### src/rtl/pim_wload_pkg.sv
// Shared encodings for the PIM weight loader: FSM states, beat defaults and
// the cam/cim split of a 32-bit stream word.
package pim_wload_pkg;

   localparam int BEATS_DEF = 16;
   localparam int CNT_W_DEF = 4;

   localparam int CAM_MSB = 31;
   localparam int CAM_LSB = 16;
   localparam int CIM_MSB = 15;
   localparam int CIM_LSB = 0;

   typedef enum logic [1:0] {
      ST_IDLE  = 2'd0,
      ST_FILL  = 2'd1,
      ST_WRITE = 2'd2,
      ST_DONE  = 2'd3
   } state_t;

endpackage

### src/rtl/pim_wload_timer.sv
// Ack-wait timer: counts enabled cycles since the last clear and flags expiry
// on the TIMEOUT_CYC-th one.
module pim_wload_timer #(
   parameter int TIMEOUT_CYC = 255
) (
   input  logic i_clk,
   input  logic i_rst,
   input  logic i_clr,
   input  logic i_en,
   output logic o_expire
);

   localparam int TW = $clog2(TIMEOUT_CYC + 1);

   logic [TW-1:0] cnt;

   always_ff @(posedge i_clk) begin
      if (i_rst || i_clr)
         cnt <= '0;
      else if (i_en && !o_expire)
         cnt <= cnt + 1'b1;
   end

   assign o_expire = i_en && (cnt == TW'(TIMEOUT_CYC - 1));

endmodule

### src/rtl/pim_weight_loader.sv
// Sequencer feeding the PIM weight buffer one row at a time and strobing the
// macro row write. Optional ack timeout: define PIM_WLOAD_ACK_TIMEOUT_EN.
module pim_weight_loader
   import pim_wload_pkg::*;
#(
   parameter int BEATS       = BEATS_DEF,
   parameter int CNT_W       = CNT_W_DEF,
   parameter int ROW_W       = 6,
   parameter int TIMEOUT_CYC = 255
) (
   input  logic             i_clk,
   input  logic             i_rst,
   input  logic             i_start,
   input  logic [ROW_W-1:0] i_row_base,
   input  logic [ROW_W:0]   i_num_rows,
   input  logic             i_data_valid,
   input  logic [31:0]      i_data,
   output logic             o_data_ready,
   output logic             o_weight_in_en,
   output logic [CNT_W-1:0] o_counter,
   output logic [31:0]      o_wdata,
   output logic             o_weight_out_en,
   output logic             o_macro_we,
   output logic [ROW_W-1:0] o_macro_row,
   input  logic             i_macro_ack,
   output logic             o_busy,
   output logic             o_done,
   output logic             o_err
);

   state_t             state, state_nx;
   logic [CNT_W-1:0]   beat, cnt_q;
   logic [31:0]        wdata_q;
   logic [ROW_W-1:0]   row;
   logic [ROW_W:0]     rows_left;
   logic               hs, last_beat, start_ok, expire, err;

   assign hs        = (state == ST_FILL) && i_data_valid;
   assign last_beat = (beat == CNT_W'(BEATS - 1));
   assign start_ok  = (state == ST_IDLE) && i_start;

`ifdef PIM_WLOAD_ACK_TIMEOUT_EN
   pim_wload_timer #(.TIMEOUT_CYC(TIMEOUT_CYC)) u_timer (
      .i_clk    (i_clk),
      .i_rst    (i_rst),
      .i_clr    (state != ST_WRITE),
      .i_en     ((state == ST_WRITE) && !i_macro_ack),
      .o_expire (expire)
   );

   always_ff @(posedge i_clk) begin
      if (i_rst || start_ok)
         err <= 1'b0;
      else if (expire)
         err <= 1'b1;
   end
`else
   // No ack timeout in this build: WRITE waits for ack forever.
   assign expire = (TIMEOUT_CYC < 0);
   assign err    = 1'b0;
`endif

   always_ff @(posedge i_clk) begin
      if (i_rst)
         state <= ST_IDLE;
      else
         state <= state_nx;
   end

   always_comb begin
      state_nx = state;
      case (state)
         ST_IDLE:  if (i_start) state_nx = (i_num_rows == '0) ? ST_DONE : ST_FILL;
         ST_FILL:  if (hs && last_beat) state_nx = ST_WRITE;
         ST_WRITE: begin
            if (i_macro_ack)
               state_nx = (rows_left == (ROW_W+1)'(1)) ? ST_DONE : ST_FILL;
            else if (expire)
               state_nx = ST_DONE;
         end
         ST_DONE:  state_nx = ST_IDLE;
         default:  state_nx = ST_IDLE;
      endcase
   end

   // Beat index wraps naturally since BEATS == 2**CNT_W; row wraps mod 2**ROW_W.
   always_ff @(posedge i_clk) begin
      if (i_rst) begin
         beat      <= '0;
         row       <= '0;
         rows_left <= '0;
         cnt_q     <= '0;
         wdata_q   <= '0;
      end else begin
         if (start_ok) begin
            row       <= i_row_base;
            rows_left <= i_num_rows;
            beat      <= '0;
         end
         if (hs) begin
            beat    <= beat + 1'b1;
            cnt_q   <= beat;
            wdata_q <= i_data;
         end
         if ((state == ST_WRITE) && i_macro_ack && (rows_left != (ROW_W+1)'(1))) begin
            row       <= row + 1'b1;
            rows_left <= rows_left - 1'b1;
         end
      end
   end

   // Beat 0 lands in the buffer's MSB slice; the buffer decodes o_counter.
   always_comb begin
      o_data_ready    = 1'b0;
      o_weight_in_en  = 1'b0;
      o_counter       = cnt_q;
      o_wdata         = wdata_q;
      o_weight_out_en = 1'b0;
      o_macro_we      = 1'b0;
      o_macro_row     = '0;
      o_done          = 1'b0;
      case (state)
         ST_FILL: begin
            o_data_ready = 1'b1;
            if (i_data_valid) begin
               o_weight_in_en = 1'b1;
               o_counter      = beat;
               o_wdata        = {i_data[CAM_MSB:CAM_LSB], i_data[CIM_MSB:CIM_LSB]};
            end
         end
         ST_WRITE: begin
            o_weight_out_en = 1'b1;
            o_macro_we      = 1'b1;
            o_macro_row     = row;
         end
         ST_DONE:  o_done = 1'b1;
         default: ;
      endcase
   end

   assign o_busy = (state != ST_IDLE);
   assign o_err  = err;

endmodule
### config.mk
export PLATFORM = sky130hd
export DESIGN_NAME = pim_weight_loader
export DESIGN_NICKNAME = d
export VERILOG_FILES = /design/src/rtl/pim_wload_pkg.sv /design/src/rtl/pim_wload_timer.sv /design/src/rtl/pim_weight_loader.sv
export SDC_FILE = /design/constraint.sdc
export NUM_CORES = 1
export LEC_CHECK = 0
export CAP_MARGIN = 20
export CORE_UTILIZATION = 43
export CTS_CLUSTER_SIZE = 12
export DETAILED_ROUTE_END_ITERATION = 8
export DONT_BUFFER_PORTS = 1
export PLACE_DENSITY = 0.65
export SETUP_SLACK_MARGIN = 0.02
export SYNTH_ARGS = -nofsm -noshare
export SYNTH_HDL_FRONTEND = slang
export SYNTH_SLANG_ARGS = --single-unit
### constraint.sdc
create_clock -name i_clk -period 1.4 [get_ports i_clk]
set_input_delay 0.21 -clock i_clk [delete_from_list [all_inputs] [get_ports i_clk]]
set_output_delay 0.21 -clock i_clk [all_outputs]
set_load 0.02 [all_outputs]
# Word level (Yosys, flattened, before mapping)

Cells that the tools add are included.

Register bits after elaboration: 55
Input port bits: 50
Output and inout bits: 49
Logic and storage cells: 51

Add/subtract/negate cells: 3
Eq/ne operators: 9
Mux-type cells: 22
Reduce and logical (&&, ||, !) cells: 11

Operators with widths:

| cell                                              | count |
|---|---|
| two-way mux 32 bit                                | 2 |
| two-way mux 6 bit                                 | 3 |
| two-way mux 4 bit                                 | 4 |
| two-way mux 7 bit                                 | 2 |
| two-way mux 2 bit                                 | 5 |
| case mux 2 bit (4 select lines)                   | 1 |
| == test 7 x 1 -> 1 bit (second input constant)    | 1 |
| logical NOT 7 bit                                 | 1 |
| != test 7 x 1 -> 1 bit (second input constant)    | 1 |
| subtractor 7 x 1 -> 7 bit (second input constant) | 1 |
| adder 6 x 1 -> 6 bit (second input constant)      | 1 |
| nonzero test 2 bit                                | 3 |
| logical AND 1 bit                                 | 5 |
| two-way mux 1 bit                                 | 5 |
| adder 4 x 1 -> 4 bit (second input constant)      | 1 |
| == test 2 bit (second input constant)             | 2 |
| == test 4 bit (second input constant)             | 1 |
| != test 2 bit (second input constant)             | 2 |
| AND reduction 3 bit                               | 1 |
| == test 2 x 1 -> 1 bit (second input constant)    | 1 |
| logical NOT 2 bit                                 | 1 |
| != test 2 x 1 -> 1 bit (second input constant)    | 1 |

# Longest topological paths before layout

Word-level depth: 5
Mapped depth: 7
Mapped depth without buffers: 6

# Least setup slack after synthesis

OpenSTA, ideal clock, no wires.

Kind: register to register
Start point: reg rows_left[1]
End point: reg row[2]
Library setup time: 75 ps
Data arrival time: 1,500 ps
Data required time: 1,325 ps
Setup slack: -175 ps
Stages on the path, launching flop included: 8
Clock period less this slack: 1,575 ps
Cells stage by stage: dfxtp_1 -> inv_1 -> ha_1 -> nor3b_1 -> a21o_1 -> buf_6 -> mux2_2 -> o22ai_1

Longest elaborated chain between the ends: 3
Elaborated cells between the ends (all ways): 4
Classes of those cells: eq/ne (1); mux (1); reduce/logical (2)

Ends and longest elaborated chain:

| item                                                           | RTL line                 | text |
|---|---|---|
| from (decl)                                                    | pim_weight_loader.sv:35  | `logic [ROW_W:0] rows_left;` |
| from (signal assigned)                                         | pim_weight_loader.sv:97  | `rows_left <= i_num_rows;` |
| from (signal assigned)                                         | pim_weight_loader.sv:107 | `rows_left <= rows_left - 1'b1;` |
| != test 7 x 1 -> 1 bit *                                       | pim_weight_loader.sv:105 | `if ((state == ST_WRITE) && i_macro_ack && (rows_left != (ROW_W+1)'(1))) begin` |
| logical AND 1 bit *                                            | pim_weight_loader.sv:105 |  |
| two-way mux 6 bit / nonzero test 2 bit (equally long branches) | --                       |  |
| to (signal assigned)                                           | pim_weight_loader.sv:96  | `row <= i_row_base;` |
| to (signal assigned)                                           | pim_weight_loader.sv:106 | `row <= row + 1'b1;` |
| to (decl)                                                      | pim_weight_loader.sv:34  | `logic [ROW_W-1:0] row;` |

Every way passes the cells marked *; elsewhere a longest branch is shown, timed or not.
A chain may end at the register's enable or synchronous reset.

# Final worst setup path

Start point: reg rows_left[1]
End point: reg rows_left[4]

Longest elaborated chain between the ends: 3
Elaborated cells between the ends (all ways): 5
Classes of those cells: add/sub (1); eq/ne (1); mux (1); reduce/logical (2)

Ends and longest elaborated chain:

| item |
|---|
| branches (longest 3 deep; another with subtractor 7 x 1 -> 7 bit) |

Several ways; the timed one is not identified.

==> metrics.txt <==
status=finished, violations left; violations in the final reports=negative setup slack; gr usage total=20.99%; area of the core region=5886 um2; half-perimeter wire length after placement=4146 um; clock sink total=55; Clock Tree Root=clkbuf_8; initial DRC count=107; number of placement rows=28; die height=80.10 um; clock network latency to the later pin of the worst-skew pair=0.30 ns; cell class contributing the biggest share of worst-path delay=compound AO/OA/AOI/OAI gates; endpoint arrival time on the critical path=1.73 ns; Synth Instances=344; share of total power in sequential cells=35.6%; overall routed net length=7463 um; # diodes=0; Power Dens Cells=1305 nW/um2; # Max-Cap Violations=0; Cell Count, Final, Fillers Out=460; slowest cell on the critical path=dfxtp_2; required arrival time at the worst endpoint=1.57 ns; CTS HTree Levels=2; min-delay worst type=in -> reg; final count of hold timing violations=0; Reg2Reg Capture Point=rows_left[4]$_SDFFE_PP0P_; post-synthesis sequential element count=55; via count of the first global-routing pass=2166; internal power contribution=3251 uW; part of the power in combinational logic=46.1%; sort of element at the start of the critical path=flop; per-cell via count in the routed design=5.415; post-synth cell types=41; final number of max-transition violations=0; CP max FO=5; worst-path cell chain=inv_2 -> ha_4 -> nor3b_4 -> buf_4 -> a21o_4 -> buf_6 -> o211ai_1 -> a21oi_1; maximum number of pins on one net before global-route repair=26; count of buffers from port buffering=0; static leakage=0.001802 uW; endpoints failing setup=60; final net count=438; global route overflow=0; shortest clock period the worst path allows after layout=1.567 ns; weighted congestion reported at the end of routability-driven placement=0.8682; detail-routed net length per standard cell=16.22 um; fraction of layout instances using a drive strength above 1=46.49%; Critical R2R Launch=rows_left[1]$_SDFFE_PP0P_; count of buffer and inverter cells on the critical path=3; slowest cell delay on critical path=0.35 ns; Yosys warnings=0; wire length of the first global-routing pass=10380 um; EDFF count, synth=0; antenna violations before repair=0; most frequent standard cell in the layout excluding fill and tap cells=nand2_1; worst path setup slack after routing=-0.1665 ns; hold path startpoint=i_rst; Slew Limit Headroom=54.81%; endpoint of the worst hold-timing path=row[3]$_SDFFE_PP0P_; mapped cell area=2623 um2; setup repair after global routing missed its margin=true; async set-reset flop share out of synthesis=0%; total power draw=5161 uW; power share of the clock group=18.3%; clock slew at the register clock pins of the worst setup and hold paths=0.10 ns; number of buffers on the longest clock path=2; Routed Antenna Nets=0; most common flop cell mapped by yosys=dfxtp_1; kind of critical path=reg -> reg; number of detailed-route iterations in the first pass=6; average footprint of a synthesized cell=7.624 um2; Worst R2R Setup Slack=-0.17 ns; Initial Utilization=44.56%; Slew @ Worst Pin=0.6756 ns; post-synthesis net count=398; period utilisation layout=111.9%; depth of the worst register-to-register path=8; total placed cells including tap cells=430; Post-Route Skew=0.003758 ns; Area Growth Syn to Fin=50.86%; part of the Yosys area used for sequential elements=41.98%; post-route worst hold slack=0.01272 ns; count of vias placed by the detailed router=2491; timing-limited maximum frequency=638.4 MHz; maximum resistive drop on vdd=0.6734 mV; Net Sw Frac=37.01%; highest-count cells in the layout ignoring fill and taps=nand2_1, nand2_4, dfxtp_1, and2_1, buf_4; Cells on Worst Hold Path=1; endpoint class of the critical path=flop; NetSw=1910 uW; top-level I/O count=99; hold_buf cts=1; area of the die=6415 um2; width of the chip=80.10 um; post-route DRC violation count=0; cts bufs inserted=5; CTS tree=built
[how the worst max path moves through the flow]
stage | from | end | slack (ns) | depth (start not counted)
floorplan | rows_left[1]$_SDFFE_PP0P_ | row[2]$_SDFFE_PP0P_ | -0.05 | 7
global placement | rows_left[1]$_SDFFE_PP0P_ | row[2]$_SDFFE_PP0P_ | -0.1 | 6
detailed placement | rows_left[1]$_SDFFE_PP0P_ | row[2]$_SDFFE_PP0P_ | -0.15 | 6
CTS | state[1]$_SDFFE_PP0P_ | o_counter[3] | -0.17 | 5
global route | state[0]$_SDFFE_PP0P_ | o_counter[3] | -0.24 | 6
finish | rows_left[1]$_SDFFE_PP0P_ | rows_left[4]$_SDFFE_PP0P_ | -0.17 | 8
[synth_stat cells (4+ instances only)]
cell / count / area share (%)
nand2_1: 125 / 18
dfxtp_1: 55 / 42
and2_1: 44 / 10
nor2_1: 18 / 2.6
clkbuf_1: 13 / 1.9
a21oi_1: 8 / 1.5
inv_1: 7 / 1.0
nand3_1: 7 / 1.3
buf_2: 5 / 0.95
o22ai_1: 5 / 1.2
a22oi_1: 4 / 1.1
ha_1: 4 / 1.9
mux2i_1: 4 / 1.5
[worst reg2reg max path, delay by kind of cell (launching register included)]
kind | cells | cell delay, ns
and+or+nand+nor | 1 | 0.15
AOI/OAI and AO/OA | 3 | 0.46
buffers and inverters | 3 | 0.32
adders and majority gates | 1 | 0.15
DFF | 1 | 0.35
[cell families (layout without fill, tap and decap cells)]
family                   after synthesis  in the layout  synth area share, %
flip-flops                            55             55                41.98
other                                  1              1               0.1430
AND/OR/NAND/NOR                      213            213                38.88
multiplexers                           6              6                2.385
buffers and inverters                 30             71                5.534
adder cells (fa/ha/maj)                4              4                1.908
AO/OA/AOI/OAI                         35             35                9.161
[power groups by stage]
stage	registers [uW]	clock network [uW]	logic (uW)
global route	1850	1050	2540
finish	1840	943	2380
detailed placement	1850	0	1480
floorplan	1840	0	1070
CTS	1830	976	1830
global placement	1850	0	1460
[per-layer routing]
| layer | GRT usage, % | routed length [um] | vias up |
|---|---|---|---|
| li1 | - | - | 1197 |
| met1 | 26.50 | 3139 | 1207 |
| met2 | 34.96 | 3795 | 74 |
| met4 | 7.679 | 189 | 0 |
| met3 | 4.545 | 338 | 13 |
| met5 | 0 | 0 | - |
[registers in the layout, summed over array words and instances (netlist names)]
register,count
wdata_q,32
row,6
beat,4
rows_left,7
cnt_q,4
state,2
[layout make-up]
cell class / count / area (um2)
Sequential cell: 55 / 1116
Clock inverter: 2 / 16.27
Clock buffer: 6 / 82.58
Tap cell: 75 / 93.84
Inverter: 7 / 41.29
Multi-Input combinational cell: 259 / 1984
Fill cell: 468 / 1929
Timing Repair Buffer: 56 / 621.8
[per-stage QoR]
step	util [%]	setup TNS (ns)	setup WS (ns)	area, um2
2_1_floorplan	-	-0.09102	-0.04883	2664
3_3_place_gp	49.43	-0.2951	-0.09708	2909
3_5_place_dp	49.43	-0.7029	-0.1495	2909
4_1_cts	57.16	-6.311	-0.1705	3364
5_1_grt	67.22	-10.22	-0.2383	3956
6_report	67.22	-5.771	-0.1665	3956
[timing repair]
| item | in CTS | in global routing |
|---|---|---|
| pin swaps | 20 | 58 |
| resized for setup | 85 | 114 |
| setup endpoints to repair | 83 | 65 |
| cloned | 2 | 3 |
| setup buffers | 9 | 9 |
| hold endpoints to repair | 16 | 1 |
No activity file was read; power rests on OpenSTA's default activity.
